**config.mk**
```make
export PLATFORM = sky130hd
export DESIGN_NAME = transceiver_scheduler
export DESIGN_NICKNAME = d
export VERILOG_FILES = /design/src/rtl/transceiver_pkg.sv /design/src/rtl/byte_fifo.sv /design/src/rtl/transceiver_scheduler.sv
export SDC_FILE = /design/constraint.sdc
export NUM_CORES = 1
export LEC_CHECK = 0
export ABC_CLOCK_PERIOD_IN_PS = 5500
export CAP_MARGIN = 40
export CORE_MARGIN = 3
export CORE_UTILIZATION = 53
export CTS_CLUSTER_SIZE = 28
export DETAILED_ROUTE_END_ITERATION = 10
export DONT_BUFFER_PORTS = 1
export PLACE_DENSITY = 0.68
export SLEW_MARGIN = 10
export SYNTH_ARGS = -nofsm -noshare
export SYNTH_HDL_FRONTEND = slang
export SYNTH_SLANG_ARGS = --single-unit
```
**constraint.sdc**
```tcl
create_clock -name clk -period 5.5 [get_ports clk]
set_input_delay 0.275 -clock clk [delete_from_list [all_inputs] [get_ports clk]]
set_output_delay 0.275 -clock clk [all_outputs]
set_load 0.02 [all_outputs]
```
**src/rtl/transceiver_pkg.sv**
```systemverilog
// Shared types and defaults for the transceiver sequencing logic.
// Holds the scheduler state encoding and the counter sizing helper.
package transceiver_pkg;

   localparam int BITS_PER_WORD_DFLT   = 12;
   localparam int DATA_WIDTH_DFLT      = 8;
   localparam int SAMPLES_PER_BIT_DFLT = 256;

   typedef enum logic [2:0] {
      IDLE     = 3'd0,
      LOAD     = 3'd1,
      MODULATE = 3'd2,
      TX_START = 3'd3,
      TX_WAIT  = 3'd4
   } sched_state_e;

   // Bits needed to hold n-1; never less than one bit.
   function automatic int cnt_width(input int n);
      return (n > 1) ? $clog2(n) : 1;
   endfunction

endpackage

```
**src/rtl/byte_fifo.sv**
```systemverilog
// Synchronous byte FIFO with a registered occupancy level.
// A push while full is accepted only when a pop happens in the same cycle.
module byte_fifo
   import transceiver_pkg::*;
#(
   parameter int DEPTH = 4,
   parameter int WIDTH = 8
) (
   input  logic                       clk,
   input  logic                       arst,
   input  logic                       push,
   input  logic                       pop,
   input  logic [WIDTH-1:0]           wr_data,
   output logic [WIDTH-1:0]           rd_data,
   output logic                       full,
   output logic                       empty,
   output logic [cnt_width(DEPTH):0]  level
);

   localparam int PW = cnt_width(DEPTH);
   localparam int LW = PW + 1;

   logic [WIDTH-1:0] mem_r [DEPTH];
   logic [PW-1:0]    wr_ptr_r;
   logic [PW-1:0]    rd_ptr_r;
   logic [LW-1:0]    level_r;
   logic             do_push_s;
   logic             do_pop_s;

   assign empty     = (level_r == LW'(0));
   assign full      = (level_r == LW'(DEPTH));
   assign do_pop_s  = pop && !empty;
   assign do_push_s = push && (!full || do_pop_s);
   assign rd_data   = mem_r[rd_ptr_r];
   assign level     = level_r;

   // Pointer, level and storage update; pointers wrap naturally at DEPTH.
   always_ff @(posedge clk or negedge arst) begin
      if (!arst) begin
         wr_ptr_r <= '0;
         rd_ptr_r <= '0;
         level_r  <= '0;
         for (int i = 0; i < DEPTH; i++) mem_r[i] <= '0;
      end else begin
         if (do_push_s) begin
            mem_r[wr_ptr_r] <= wr_data;
            wr_ptr_r        <= wr_ptr_r + 1'b1;
         end
         if (do_pop_s) rd_ptr_r <= rd_ptr_r + 1'b1;
         case ({do_push_s, do_pop_s})
            2'b10:   level_r <= level_r + 1'b1;
            2'b01:   level_r <= level_r - 1'b1;
            default: level_r <= level_r;
         endcase
      end
   end

endmodule

```
**src/rtl/transceiver_scheduler.sv**
```systemverilog
// Sequences buffered UART bytes through encoder, one modulator burst and the
// UART transmitter, starting the next byte only after the transmitter is done.
module transceiver_scheduler
   import transceiver_pkg::*;
#(
   parameter int FIFO_DEPTH      = 4,
   parameter int ENC_LATENCY     = 1,
   parameter int BITS_PER_WORD   = BITS_PER_WORD_DFLT,
   parameter int SAMPLES_PER_BIT = SAMPLES_PER_BIT_DFLT,
   parameter int DATA_WIDTH      = DATA_WIDTH_DFLT
) (
   input  logic                            clk,
   input  logic                            arst,
   input  logic                            rx_dv,
   input  logic [DATA_WIDTH-1:0]           rx_data,
   output logic [DATA_WIDTH-1:0]           enc_data,
   output logic                            mod_en,
   output logic                            mod_start,
   output logic                            tx_dv,
   input  logic                            tx_done,
   output logic                            busy,
   output logic [cnt_width(FIFO_DEPTH):0]  fifo_level,
   output logic                            overflow
);

   localparam int BURST_LEN = BITS_PER_WORD * SAMPLES_PER_BIT;
   localparam int CW        = cnt_width(BURST_LEN);
   localparam int LCW       = cnt_width(ENC_LATENCY);

   sched_state_e          state_r;
   sched_state_e          next_s;
   logic [CW-1:0]         burst_cnt_r;
   logic [LCW-1:0]        lat_cnt_r;
   logic [DATA_WIDTH-1:0] enc_data_r;
   logic                  mod_en_r;
   logic                  mod_start_r;
   logic                  tx_dv_r;
   logic                  busy_r;
   logic                  overflow_r;
   logic [DATA_WIDTH-1:0] fifo_rd_s;
   logic                  full_s;
   logic                  empty_s;
   logic                  pop_s;

   assign pop_s = (state_r == IDLE) && !empty_s;

   byte_fifo #(
      .DEPTH (FIFO_DEPTH),
      .WIDTH (DATA_WIDTH)
   ) u_fifo (
      .clk     (clk),
      .arst    (arst),
      .push    (rx_dv),
      .pop     (pop_s),
      .wr_data (rx_data),
      .rd_data (fifo_rd_s),
      .full    (full_s),
      .empty   (empty_s),
      .level   (fifo_level)
   );

   // Next-state decode; tx_done only matters while waiting for the transmitter.
   always_comb begin
      next_s = state_r;
      case (state_r)
         IDLE: begin
            if (!empty_s) next_s = LOAD;
            else          next_s = IDLE;
         end
         LOAD: begin
            if (lat_cnt_r == LCW'(0)) next_s = MODULATE;
            else                      next_s = LOAD;
         end
         MODULATE: begin
            if (burst_cnt_r == CW'(0)) next_s = TX_START;
            else                       next_s = MODULATE;
         end
         TX_START: next_s = TX_WAIT;
         TX_WAIT: begin
            if (tx_done) next_s = IDLE;
            else         next_s = TX_WAIT;
         end
         default: next_s = IDLE;
      endcase
   end

   // State, counters and outputs; outputs are decoded from next_s so they align with the state.
   always_ff @(posedge clk or negedge arst) begin
      if (!arst) begin
         state_r     <= IDLE;
         burst_cnt_r <= '0;
         lat_cnt_r   <= '0;
         enc_data_r  <= '0;
         mod_en_r    <= 1'b0;
         mod_start_r <= 1'b0;
         tx_dv_r     <= 1'b0;
         busy_r      <= 1'b0;
         overflow_r  <= 1'b0;
      end else begin
         state_r <= next_s;
         if (pop_s) begin
            enc_data_r <= fifo_rd_s;
            lat_cnt_r  <= LCW'(ENC_LATENCY - 1);
         end else if (state_r == LOAD && lat_cnt_r != LCW'(0)) begin
            lat_cnt_r <= lat_cnt_r - 1'b1;
         end
         if (state_r == LOAD && next_s == MODULATE) begin
            burst_cnt_r <= CW'(BURST_LEN - 1);
         end else if (state_r == MODULATE && burst_cnt_r != CW'(0)) begin
            burst_cnt_r <= burst_cnt_r - 1'b1;
         end
         mod_en_r    <= (next_s == MODULATE);
         mod_start_r <= (next_s == MODULATE) && (state_r != MODULATE);
         tx_dv_r     <= (next_s == TX_START);
         busy_r      <= (next_s != IDLE);
         overflow_r  <= overflow_r | (rx_dv & full_s & ~pop_s);
      end
   end

   assign enc_data  = enc_data_r;
   assign mod_en    = mod_en_r;
   assign mod_start = mod_start_r;
   assign tx_dv     = tx_dv_r;
   assign busy      = busy_r;
   assign overflow  = overflow_r;

endmodule

```
=== After elaboration in Yosys (flattened, before gate mapping) ===
Index checks and enable logic that the tools add are counted.

* Add/sub/neg operators: 6
* Mux-type cells: 16
* Reduce and logical (&&, ||, !) cells: 19
* $lt $le $gt $ge: 3
* Bitwise gates (word level): 6
* Equality and inequality tests: 10

{| class="wikitable"
|+ Operators by type and width
! kind !! number
|-
| $bwmux 32 || 1
|-
| $mux 12 || 2
|-
| $mux 8 || 3
|-
| $bmux 8 s2 || 1
|-
| $demux 8 s2 || 1
|-
| $pmux 3 s5 || 1
|-
| $eq 3x2->1 const B || 4
|-
| $logic_not 12->1 || 1
|-
| $reduce_bool 12->1 || 1
|-
| $sub 12x1->12 const B || 1
|-
| $logic_and 1x1->1 || 8
|-
| $eq 3x3->1 const B || 2
|-
| $ge 3x3->1 const B || 2
|-
| $logic_not 3->1 || 2
|-
| $not 2->3 || 2
|-
| $pmux 3 s2 || 1
|-
| $reduce_bool 2->1 || 3
|-
| $add 2x1->2 const B || 2
|-
| $mux 1 || 4
|-
| $add 3x1->3 const B || 1
|-
| $eq 3x1->1 const B || 1
|-
| $lt 3x1->1 const B || 1
|-
| $mux 3 || 1
|-
| $ne 3x2->1 const B || 1
|-
| 11 further kinds || 13
|}

* Input port bits: 12
* Flip-flop bits (word level): 68
* Word-level logic and storage cells: 76
* Output and inout port bits: 16

=== Longest topological paths before layout ===
Gate-level depths: netlist of the first run.

* Word-level depth: 8
* Gate-level depth with buffers: 10
* Gate-level depth less buffers: 9

=== Modules after synthesis ===
Synthesis of the first run repeated with hierarchy kept, for this count alone.

* Cell total of the unflattened synthesis: 230
* Area, all modules: 3166.8 sq um

{| class="wikitable"
|+ By module, submodules not included
! module !! instances !! area each (sq um) !! sequential area each (sq um) !! cells each
|-
| byte_fifo || 1 || 1801.7 || 975.9 || 115
|-
| transceiver_scheduler || 1 || 1365.1 || 725.7 || 115
|}

=== Worst setup path before layout of the first run ===
Ideal clock, no wire load.

* Path kind: register to register
* From: reg state_r[0]
* To: reg u_fifo.level_r[2] (netlist: u_fifo.level[2])
* Period minus slack after synthesis: 2335 ps
* Setup time: 81 ps
* Path slack: 3165 ps
* Data required time: 5419 ps
* Stages on the path, launching flop included: 11
* Path buffers: 2
* Arrival: 2255 ps
* Cell sequence: dfrtp_1 > buf_2 > or3_1 > nor2_1 > buf_2 > ha_1 > inv_1 > fa_1 > xor2_1 > nor2_1 > xor2_1

* Cells in the longest elaborated chain, start to end: 7
* Elaborated cells on any way between the ends: 9
* Classes of those cells: 2 x eq/ne; 1 x mux; 6 x reduce/logical

{| class="wikitable"
|+ Ends and longest elaborated chain
! element !! RTL line !! source
|-
| start: declaration || transceiver_scheduler.sv:30 || <nowiki>sched_state_e state_r;</nowiki>
|-
| start signal: assignment || transceiver_scheduler.sv:100 || <nowiki>state_r <= next_s;</nowiki>
|-
| $logic_not 3->1 * || transceiver_scheduler.sv:45 || <nowiki>assign pop_s = (state_r == IDLE) && !empty_s;</nowiki>
|-
| $logic_and 1x1->1 * || transceiver_scheduler.sv:45 ||
|-
| named net pop_s || transceiver_scheduler.sv:43 || <nowiki>logic pop_s;</nowiki>
|-
| $logic_and 1x1->1 * || byte_fifo.sv:32 || <nowiki>assign do_pop_s = pop && !empty;</nowiki>
|-
| $logic_or 1x1->1 || byte_fifo.sv:33 || <nowiki>assign do_push_s = push && (!full || do_pop_s);</nowiki>
|-
| $logic_and 1x1->1 || byte_fifo.sv:33 ||
|-
| $eq 2x1->1 / $eq 2x2->1 (equally long branches) || byte_fifo.sv:50 || <nowiki>case ({do_push_s, do_pop_s})</nowiki>
|-
| $pmux 3 s2 / $reduce_bool 2->1 (equally long branches) || - ||
|-
| end signal: assignment || byte_fifo.sv:51 || <nowiki>2'b10: level_r <= level_r + 1'b1;</nowiki>
|-
| end signal: assignment || byte_fifo.sv:52 || <nowiki>2'b01: level_r <= level_r - 1'b1;</nowiki>
|-
| end signal: assignment || byte_fifo.sv:53 || <nowiki>default: level_r <= level_r;</nowiki>
|-
| end: declaration || byte_fifo.sv:26 || <nowiki>logic [LW-1:0] level_r;</nowiki>
|}

The timed path passes the listed nets; every way through them passes the cells marked *.
A chain may end at the register's enable or synchronous reset.

=== Final worst setup path of the first run ===
* From: reg state_r[1]
* To: reg u_fifo.level_r[2] (netlist: u_fifo.level[2])

* Cells in the longest elaborated chain, start to end: 7
* Elaborated cells on any way between the ends: 9
* Classes of those cells: 2 x eq/ne; 1 x mux; 6 x reduce/logical

{| class="wikitable"
|+ Ends and longest elaborated chain
! element !! RTL line
|-
| $logic_not 3->1 * || transceiver_scheduler.sv:45
|-
| $logic_and 1x1->1 * || transceiver_scheduler.sv:45
|-
| $logic_and 1x1->1 * || byte_fifo.sv:32
|-
| $logic_or 1x1->1 || byte_fifo.sv:33
|-
| $logic_and 1x1->1 || byte_fifo.sv:33
|-
| $eq 2x1->1 / $eq 2x2->1 (equally long branches) || byte_fifo.sv:50
|-
| $pmux 3 s2 / $reduce_bool 2->1 (equally long branches) || -
|}

Mark *: on every way between the ends. The rest lies on a longest branch, timed or not.

==> results of run 1 <==
where the power goes:
part	leakage [nW]	total [mW]	internal, mW	switching [mW]
sequential	0.784	0.970	0.719	0.251
combinational	0.521	0.654	0.385	0.269
clock	0.107	0.452	0.267	0.185
placed cells by master (no fill, tap or decap), types with 7 or more instances in the layout:
cell type  instances
mux4_2             8
nor3_1             7
clkbuf_8          10
mux2_2            39
inv_1             11
o21ai_0            8
nand2_1            8
dfrtp_1           68
ha_1               7
nor2_1            12
kinds of logic (layout without fill, tap and decap cells):
logic type	Yosys count	count (layout)	share of synthesized area
xor gates and xnor gates	6	6	0.0169
muxes	50	50	0.209
AOI/OAI and AO/OA	23	23	0.0522
buffers and inverters	19	31	0.0249
and+or+nand+nor	62	62	0.117
adders and majority gates	8	8	0.0345
DFF	68	68	0.546
layout make-up:
cell class,count,area (um2),share of cell area
flip-flops and latches,68,1700,0.495
multi-input cells,149,1340,0.389
well taps,72,90.1,0.0262
clock inverters,4,72.6,0.0211
repair buffers,3,45.0,0.0131
clock buffers,12,145,0.0422
inverters,12,45.0,0.0131
per-stage QoR:
step / worst slack, ns / area (um2) / utilization
detailed placement: 3.17 / 3180 / 0.567
global route: 2.99 / 3440 / 0.613
CTS: 3.15 / 3440 / 0.613
floorplan: 3.16 / 3120 / -
finish: 3.16 / 3440 / 0.613
global placement: 2.54 / 3170 / 0.566
what timing repair did:
item / in CTS / in global routing
setup buffers: 0 / 0
endpoints found under the hold margin: 68 / 0
hold buffers: 2 / 0
metal layers:
layer / vias up / wire (um) / GRT usage
li1: 871 / - / -
met1: 902 / 2410 / 0.226
met2: 40 / 2780 / 0.308
met3: 12 / 213 / 0.0510
met4: 0 / 117 / 0.103
met5: - / 0 / 0
state kept, by name, summed over array words and instances (netlist names):
signal,cells
u_fifo.mem_r,32
u_fifo.rd_ptr_r,2
tx_dv,1
burst_cnt_r,12
u_fifo.level,3
enc_data,8
overflow,1
state_r,3
u_fifo.wr_ptr_r,2
busy,1
lat_cnt_r,1
mod_en,1
mod_start,1
path summary, 6_finish.rpt:
check | startpoint | end | slack [ns] | cells after the start
setup / recovery | state_r[1] | u_fifo.level[2] | 3.16 | 9
hold / removal | rx_data[3] | u_fifo.mem_r[27] | 0.07 | 1
setup reg to reg | state_r[1] | u_fifo.level[2] | 3.16 | 9
hold reg to reg | burst_cnt_r[0] | burst_cnt_r[0] | 0.49 | 1
max in group asynchronous | arst | mod_start | 4.75 | 2
min in group asynchronous | arst | u_fifo.mem_r[27] | 0.49 | 2
==> results.tsv, run 1 <==
stage	metric	value	unit
outcome	status	completed	
global_routing	grt_max_degree	69	
place	dpl.cell_count	302	
layout	area_growth_syn_to_layout	10.3	%
layout	drive_gt1_frac	0.294	
global_routing	grt_pass1_vias	1933	
setup_path	max_stage_delay	0.48	ns
power	power.density	604	nW/um2
floorplan	core-area	5610	um2
clocking	path_clk_slew	0.07	ns
timing	period_share	0.426	
yosys	synthCells	236	
power	vdd_ir_drop_max	0.284	mV
setup_path	cp_top_family	simple AND/OR/NAND/NOR gates	
floorplan	rows	27	
setup_path	path_cells	or3_1 > a31oi_4 > inv_1 > ha_1 > inv_1 > fa_1 > xor2_1 > nor2_1 > xor2_1	
timing	tns	0	ns
yosys	synth_edf_count	0	
yosys	synth_area	3120	um2
timing	hold_viol_final	0	
layout	fillerInstances	463	
routing	drc	0	
floorplan	chipWidth	82.7	um
setup_path	critPathSlowestCell	or3_1	
yosys	ys_warn_count	0	
yosys	ys_top_cells_by_count	68 x dfrtp_1, 39 x mux2_2, 12 x nor2_1	
global_routing	gr-total-overflow	0	
global_routing	antenna_found_initial	0	
place	gp_congestion	0.756	
yosys	synth.largest_area_cell	dfrtp_1	
timing	relSlewSlack	0.573	
timing	period_needed	2.34	ns
setup_path	cp-end-kind	flop	
routing	ant_nets	0	
timing	worstMarginPinSlew	0.635	ns
timing	slew_viol_final	0	
yosys	synthMostInstantiatedCell	dfrtp_1	
clocking	cts_resized	0	
layout	antenna_cells	0	
layout	fin_nets	263	
worst_hold_path	hold_class	in -> reg	
clocking	htree_levels	3	
clocking	cts.sinks	68	
setup_path	cp.arrival	2.55	ns
place	hpwl	3600	um
timing	rsz0062_at_grt	false	
yosys	ys_ff_latch	68	
yosys	synth_fp_nets	256	
floorplan	num_io_pins	28	
place	portBuffers	0	
floorplan	initial_utilization	0.556	
power	power	2.08	mW
floorplan	chipHeight	82.7	um
setup_path	path_buf_inv	2	
yosys	synth_top_area_frac	0.546	
routing	wl	5520	um
setup_path	required	5.70	ns
layout	layout.cells.non_filler	320	
yosys	synth_ff_type	dfrtp_1	
clocking	clock_path_buffers	2	
power	power.static_leakage	1.41	nW
yosys	synth_cell_type_count	45	
timing	setup_violations	0	
routing	wl_per_cell	17.3	um
routing	vias_per_cell	5.70	
routing	dr.pass1.iters	6	
setup_path	critPathMaxFanout	11	
global_routing	grt_usage	0.189	
yosys	synth_seq_area_share	0.546	
clocking	cts_root_buf	clkbuf_8	
timing	fin_skew	0.00694	ns
setup_path	critical_path_class	reg -> reg	
routing	vias	1825	
clocking	cts_tree	yes	
yosys	synth-async-reset-ratio	1.00	
timing	clock.fmax	427	MHz
global_routing	grt_pass1_wl	9300	um
clocking	clock_latency	0.34	ns
routing	drtIter0Drc	75	
yosys	syn_area_per_cell	13.2	um2
flow_run	maxCapViolCount	0	
floorplan	die_area	6840	um2
clocking	cts_buffers	9	
timing	hold_ws	0.0665	ns
setup_path	critPathLaunchType	flop	
yosys	synth_area_leaders	dfrtp_1 55%, mux2_2 14%, mux4_2 5.8%	
Power figures use the tool's default switching activity.
==> run 2, diff against run 1 <==
--- a/config.mk
+++ b/config.mk
@@ -5,14 +5,15 @@
 export SDC_FILE = /design/constraint.sdc
 export NUM_CORES = 1
 export LEC_CHECK = 0
-export ABC_CLOCK_PERIOD_IN_PS = 5500
+export ABC_AREA = 1
+export ABC_CLOCK_PERIOD_IN_PS = 2000
 export CAP_MARGIN = 40
 export CORE_MARGIN = 3
 export CORE_UTILIZATION = 53
 export CTS_CLUSTER_SIZE = 28
 export DETAILED_ROUTE_END_ITERATION = 10
 export DONT_BUFFER_PORTS = 1
-export PLACE_DENSITY = 0.68
+export PLACE_DENSITY = 0.71
 export SLEW_MARGIN = 10
 export SYNTH_ARGS = -nofsm -noshare
 export SYNTH_HDL_FRONTEND = slang
==> constraint.sdc (replaced) <==
create_clock -name clk -period 2 [get_ports clk]
set_input_delay 0.1 -clock clk [delete_from_list [all_inputs] [get_ports clk]]
set_output_delay 0.1 -clock clk [all_outputs]
set_load 0.02 [all_outputs]
==> results.tsv, run 2 <==
stage	metric	value	unit	change
global_routing	grt_pass1_vias	2646		was 1,933
timing	fin_skew	0.00853	ns	was 0.00694 ns
timing	clock.fmax	526	MHz	was 427 MHz
power	power.static_leakage	2.03	nW	was 1.41 nW
setup_path	path_buf_inv	2		unchanged
place	portBuffers	0		unchanged
power	vdd_ir_drop_max	1.09	mV	was 0.284 mV
setup_path	critPathMaxFanout	4		was 11
routing	vias_per_cell	5.24		was 5.70
layout	seq_area	1710	um2	was 1700 um2
global_routing	antenna_found_initial	0		unchanged
setup_path	crit_start	u_fifo.level[1]		was state_r[1]
layout	final_cell_mix	169 x nand2_1, 65 x dfrtp_1, 35 x nor2_1		was 68 x dfrtp_1, 39 x mux2_2, 12 x nor2_1
yosys	synth_cell_type_count	33		was 45
global_routing	gr-total-overflow	0		unchanged
layout	layout.cells.non_filler	521		was 320
worst_hold_path	hp-start	rx_dv		was rx_data[3]
yosys	synth.largest_area_cell	dfrtp_1		unchanged
setup_path	max_stage_delay	0.44	ns	was 0.48 ns
setup_path	critPathSlowestCell	dfrtp_2		was or3_1
setup_path	ff2ff_path_depth	11		was 9
yosys	synth_ff_type	dfrtp_1		unchanged
setup_path	crit_top_cell	inv_2		
clocking	cts_buffers	9		unchanged
routing	drc	0		unchanged
layout	layout_commonest_cell	nand2_1		was dfrtp_1
clocking	path_clk_slew	0.07	ns	about the same
setup_path	critPathLaunchType	flop		unchanged
floorplan	rows	28		was 27
floorplan	initial_utilization	0.562		was 0.556
clocking	clock_latency	0.34	ns	about the same
layout	multi_input_area	1560	um2	was 1340 um2
global_routing	grt_usage	0.215		was 0.189
setup_path	path_cells	inv_2 > nand3_2 > nand3_4 > nand2_4 > nand2_8 > ha_4 > inv_2 > fa_2 > a21oi_2 > o21ai_2 > xor2_1		was or3_1 > a31oi_4 > inv_1 > ha_1 > inv_1 > fa_1 > xor2_1 > nor2_1 > xor2_1
layout	drive_gt1_frac	0.152		was 0.294
routing	wl_per_cell	13.8	um	was 17.3 um
timing	period_share	0.951		was 0.426
floorplan	chipHeight	86.4	um	was 82.7 um
layout	largest_reg_flops	32		unchanged
clocking	cts_tree	yes		unchanged
setup_path	cp_top_family	adder cells		was simple AND/OR/NAND/NOR gates
layout	fin_nets	461		was 263
timing	relSlewSlack	0.643		was 0.573
routing	vias	2728		was 1,825
yosys	syn_area_per_cell	8.27	um2	was 13.2 um2
flow_run	maxCapViolCount	0		unchanged
global_routing	grt_max_degree	69		unchanged
setup_path	cp-end-kind	flop		unchanged
place	place_ws	0.0761	ns	was 3.17 ns
layout	antenna_cells	0		unchanged
yosys	ys_top_cells_by_count	169 x nand2_1, 68 x dfrtp_1, 36 x nor2_1		was 68 x dfrtp_1, 39 x mux2_2, 12 x nor2_1
floorplan	num_io_pins	28		unchanged
outcome	status	completed		unchanged
yosys	synth_area	3420	um2	was 3120 um2
setup_path	crit_cells	11		was 9
clocking	cts.sinks	68		unchanged
yosys	synth-async-reset-ratio	1.00		unchanged
routing	ant_nets	0		unchanged
yosys	synth_area_leaders	dfrtp_1 50%, nand2_1 19%, nor2_1 3.9%		was dfrtp_1 55%, mux2_2 14%, mux4_2 5.8%
timing	slew_viol_final	0		unchanged
yosys	ys_ff_latch	68		unchanged
worst_hold_path	hold_class	in -> reg		unchanged
routing	drtIter0Drc	182		was 75
yosys	synth_seq_area_share	0.497		was 0.546
layout	top_register	u_fifo.mem_r		unchanged
floorplan	core-area	6100	um2	was 5610 um2
yosys	ys_warn_count	0		unchanged
place	hpwl	4820	um	was 3600 um
yosys	synthCells	414		was 236
place	dpl.cell_count	489		was 302
floorplan	chipWidth	86.4	um	was 82.7 um
timing	period_needed	1.90	ns	was 2.34 ns
layout	area_growth_syn_to_layout	14.7	%	was 10.3%
clocking	cts_root_buf	clkbuf_8		unchanged
timing	setup_violations	0		unchanged
clocking	htree_levels	3		unchanged
power	power.density	1780	nW/um2	was 604 nW/um2
timing	worstMarginPinSlew	0.535	ns	was 0.635 ns
yosys	synthMostInstantiatedCell	nand2_1		was dfrtp_1
floorplan	die_area	7460	um2	was 6840 um2
place	gp_congestion	0.845		was 0.756
timing	final.setup.worst_slack	0.0975	ns	was 3.16 ns
routing	dr.pass1.iters	4		was 6
setup_path	r2r_start	u_fifo.level[1]		was state_r[1]
clocking	clock_path_buffers	2		unchanged
setup_path	required	2.22	ns	was 5.70 ns
yosys	synth_edf_count	0		unchanged
setup_path	critical_path_class	reg -> reg		unchanged
timing	hold_viol_final	0		unchanged
worst_hold_path	hold_depth	3		was 1
setup_path	cp.arrival	2.12	ns	was 2.55 ns
yosys	synth_fp_nets	434		was 256
layout	fillerInstances	518		was 463
routing	wl	7180	um	was 5520 um
yosys	synth_top_area_frac	0.497		was 0.546
global_routing	grt_pass1_wl	12600	um	was 9300 um
[run 2: changes by cell type after synthesis, sizes merged, moves of 21 or more]
cell and change:
mux2 -40, inv +25, o21ai +23, nand2 +161, nor2 +31, nand3 +21
[run 2: layer usage]
metal / vias to the layer above / share of wire / track usage
li1: 1357 / - / -
met5: - / 0 / 0
met2: 69 / 0.45 / 0.329
met3: 13 / 0.046 / 0.0475
met1: 1289 / 0.48 / 0.294
met4: 0 / 0.024 / 0.0935
[run 2: logic make-up (layout without fill, tap and decap cells)]
logic type               count (synthesis)  count (layout)  share of synthesized area
AND/OR/NAND/NOR                        247             247                      0.328
AO/OA/AOI/OAI                           42              42                     0.0760
flip-flops                              68              68                      0.497
XOR/XNOR                                 5               5                     0.0128
buffers and inverters                   44              76                     0.0548
adder cells (fa/ha/maj)                  8               8                     0.0314
[run 2: where the power goes]
group / switching, mW / leakage, nW / total (mW) / internal (mW)
Clock: 0.508 / 0.102 / 1.15 / 0.640
Sequential: 0.580 / 0.842 / 2.60 / 2.02
Combinational: 2.05 / 1.09 / 3.26 / 1.21
[run 2: cell type report]
type / count / share of cell area
sequential: 68 / 0.434
timing repair buffer: 24 / 0.0580
multi-input combinational: 302 / 0.397
inverter: 36 / 0.0350
tap: 75 / 0.0239
clock buffer: 12 / 0.0395
clock inverter: 4 / 0.0121
[run 2: metrics by stage]
stage	instance area [um2]	util	TNS, ns	hold WS, ns	total power, mW
global route	3930	0.644	-0.00683	0.0580	7.65
CTS	3890	0.638	0	0.0328	6.96
global placement	3550	0.582	0	-0.193	5.62
finish	3930	0.644	0	0.0584	7.01
floorplan	3450	-	0	-0.196	5.05
detailed placement	3550	0.582	0	-0.194	5.73
[run 2: timing repair]
action	4_1_cts	5_1_grt
hold endpoints to repair	102	0
resized for setup	0	2
setup buffers	0	4
hold buffers	12	0
endpoints found under the setup margin	0	1
[run 2: worst register-to-register path: stages (launching register included)]
cell and delay, ns:
dfrtp_2 0.44, inv_2 0.08, nand3_2 0.10, nand3_4 0.12, nand2_4 0.09, nand2_8 0.07, ha_4 0.11, inv_2 0.05
fa_2 0.36, a21oi_2 0.16, o21ai_2 0.07, xor2_1 0.14
[run 2: worst paths after layout]
kind / slack, ns / to
max in group asynchronous: 1.40 / u_fifo.level[0]
min reg2reg: 0.47 / u_fifo.mem_r[23]
max reg2reg: 0.1 / u_fifo.level[2]
min in group asynchronous: 0.30 / u_fifo.mem_r[22]
min: 0.06 / u_fifo.level[0]
max: 0.1 / u_fifo.level[2]
==> run 3, diff against run 2 <==
--- a/config.mk
+++ b/config.mk
@@ -13,6 +13,7 @@
 export CTS_CLUSTER_SIZE = 28
 export DETAILED_ROUTE_END_ITERATION = 10
 export DONT_BUFFER_PORTS = 1
+export HOLD_SLACK_MARGIN = 0.08
 export PLACE_DENSITY = 0.71
 export SLEW_MARGIN = 10
 export SYNTH_ARGS = -nofsm -noshare
==> results.tsv, run 3 (synthesis results as in run 2) <==
stage	metric	value	unit	change
timing	period_share	0.953		was 0.951
clocking	htree_levels	3		unchanged
timing	hold_viol_final	0		unchanged
setup_path	r2r_setup_slack	0.09	ns	was 0.1 ns
global_routing	grt_pass1_vias	2646		unchanged
setup_path	r2r_start	u_fifo.level[1]		unchanged
layout	antenna_cells	0		unchanged
place	portBuffers	0		unchanged
outcome	status	completed		unchanged
timing	fin_skew	0.00859	ns	was 0.00853 ns
setup_path	critPathSlowestCell	dfrtp_2		unchanged
power	p_sw_frac	0.447		about the same
layout	final_cell_mix	169 x nand2_1, 65 x dfrtp_1, 35 x nor2_1		unchanged
setup_path	max_stage_delay	0.44	ns	about the same
timing	relSlewSlack	0.643		about the same
timing	clock.fmax	525	MHz	was 526 MHz
routing	dr.pass1.iters	4		unchanged
routing	drc	0		unchanged
routing	vias	2717		was 2,728
setup_path	critical_path_class	reg -> reg		unchanged
place	hpwl	4820	um	unchanged
power	vdd_ir_drop_max	1.09	mV	about the same
floorplan	die_area	7460	um2	unchanged
setup_path	crit_top_cell	inv_2		unchanged
global_routing	grt_usage	0.215		about the same
layout	fin_nets	461		unchanged
setup_path	cp_top_family	adder cells		unchanged
global_routing	grt_pass1_wl	12600	um	about the same
setup_path	ff2ff_path_depth	11		unchanged
global_routing	antenna_found_initial	0		unchanged
layout	top_register	u_fifo.mem_r		unchanged
floorplan	chipWidth	86.4	um	unchanged
place	gp_congestion	0.845		unchanged
setup_path	cp.arrival	2.12	ns	about the same
power	pwr-share-comb	0.464		was 0.465
global_routing	grt_max_degree	69		unchanged
power	power.density	1780	nW/um2	about the same
setup_path	required	2.22	ns	about the same
power	p_sw	3.13	mW	was 3.14 mW
timing	period_needed	1.91	ns	was 1.90 ns
setup_path	cp-end-kind	flop		unchanged
timing	slew_viol_final	0		unchanged
layout	layout_commonest_cell	nand2_1		unchanged
routing	wl_per_cell	13.7	um	was 13.8 um
power	cell_internal_pwr	3.88	mW	was 3.87 mW
timing	worstMarginPinSlew	0.535	ns	about the same
power	seq_power_share	0.372		about the same
timing	hold_ws	0.304	ns	was 0.0584 ns
clocking	clock_path_buffers	2		unchanged
layout	layout.cells.non_filler	521		unchanged
worst_hold_path	hold_class	in -> async		was in -> reg
clocking	cts_tree	yes		unchanged
clocking	cts_buffers	9		unchanged
routing	wl	7130	um	was 7180 um
setup_path	path_cells	inv_2 > nand3_2 > nand3_4 > nand2_4 > nand2_8 > ha_4 > inv_2 > fa_2 > a21oi_2 > o21ai_2 > xor2_1		unchanged
timing	tns	0	ns	unchanged
flow_run	maxCapViolCount	0		unchanged
setup_path	path_buf_inv	2		unchanged
setup_path	worstReg2RegEnd	u_fifo.level[2]		unchanged
floorplan	initial_utilization	0.562		unchanged
floorplan	core-area	6100	um2	unchanged
routing	drtIter0Drc	160		was 182
place	dpl.cell_count	489		unchanged
floorplan	rows	28		unchanged
layout	largest_reg_flops	32		unchanged
setup_path	critPathLaunchType	flop		unchanged
routing	vias_per_cell	5.21		was 5.24
timing	setup_violations	0		unchanged
floorplan	chipHeight	86.4	um	unchanged
power	clkPwrFrac	0.164		about the same
setup_path	critPathMaxFanout	4		unchanged
power	power.static_leakage	2.03	nW	about the same
clocking	clock_latency	0.34	ns	about the same
clocking	path_clk_slew	0.07	ns	about the same
layout	drive_gt1_frac	0.152		unchanged
clocking	cts.sinks	68		unchanged
clocking	cts_root_buf	clkbuf_8		unchanged
floorplan	num_io_pins	28		unchanged
global_routing	gr-total-overflow	0		unchanged
layout	area_growth_syn_to_layout	14.8	%	was 14.7%
routing	ant_nets	0		unchanged
## run 3: final cells by class
| type | count | area, um2 |
|---|---|---|
| Multi-Input combinational cell | 302 | 1560 |
| Timing Repair Buffer | 24 | 228 |
| Clock inverter | 4 | 47.5 |
| Sequential cell | 68 | 1710 |
| Clock buffer | 12 | 155 |
| Inverter | 36 | 140 |
| Fill cell | 517 | 2170 |
| Tap cell | 75 | 93.8 |
## run 3: timing repair
item,in CTS,in global routing
hold buffers,12,0
gates resized for setup,0,3
setup endpoints to repair,0,1
endpoints found under the hold margin,106,0
setup buffers,0,4
## run 3: power by group through the flow
stage | Sequential (mW) | Combinational [mW] | Clock, mW
2_1_floorplan | 2.53 | 2.53 | 0
3_3_place_gp | 2.60 | 3.01 | 0
3_5_place_dp | 2.62 | 3.11 | 0
4_1_cts | 2.60 | 3.18 | 1.17
5_1_grt | 2.69 | 3.73 | 1.24
6_report | 2.61 | 3.25 | 1.15
## run 3: per-stage QoR
step | power (mW) | util | instance area [um2] | worst slack, ns
after global routing | 7.66 | 0.645 | 3930 | -0.00979
after floorplan | 5.05 | - | 3450 | 0.00662
final | 7.01 | 0.645 | 3930 | 0.0937
after detailed placement | 5.73 | 0.582 | 3550 | 0.0761
after CTS | 6.96 | 0.638 | 3890 | 0.0642
after global placement | 5.62 | 0.582 | 3550 | 0.168
## run 3: routing by layer
layer  wire (um)  global-route usage  part of all wire
met1        3300               0.294              0.46
met4         170              0.0935             0.024
met3         411              0.0466             0.058
met5           0                   0                 0
met2        3250               0.329              0.46
## run 3: worst max path at each step
stage / start / to / cells after the start
after CTS: u_fifo.level[1] / u_fifo.level[2] / 11
after global placement: u_fifo.level[1] / u_fifo.level[2] / 11
after detailed placement: u_fifo.level[1] / u_fifo.level[2] / 11
after global routing: u_fifo.level[1] / u_fifo.level[2] / 11
final: u_fifo.level[1] / u_fifo.level[2] / 11
after floorplan: u_fifo.level[0] / u_fifo.level[2] / 12
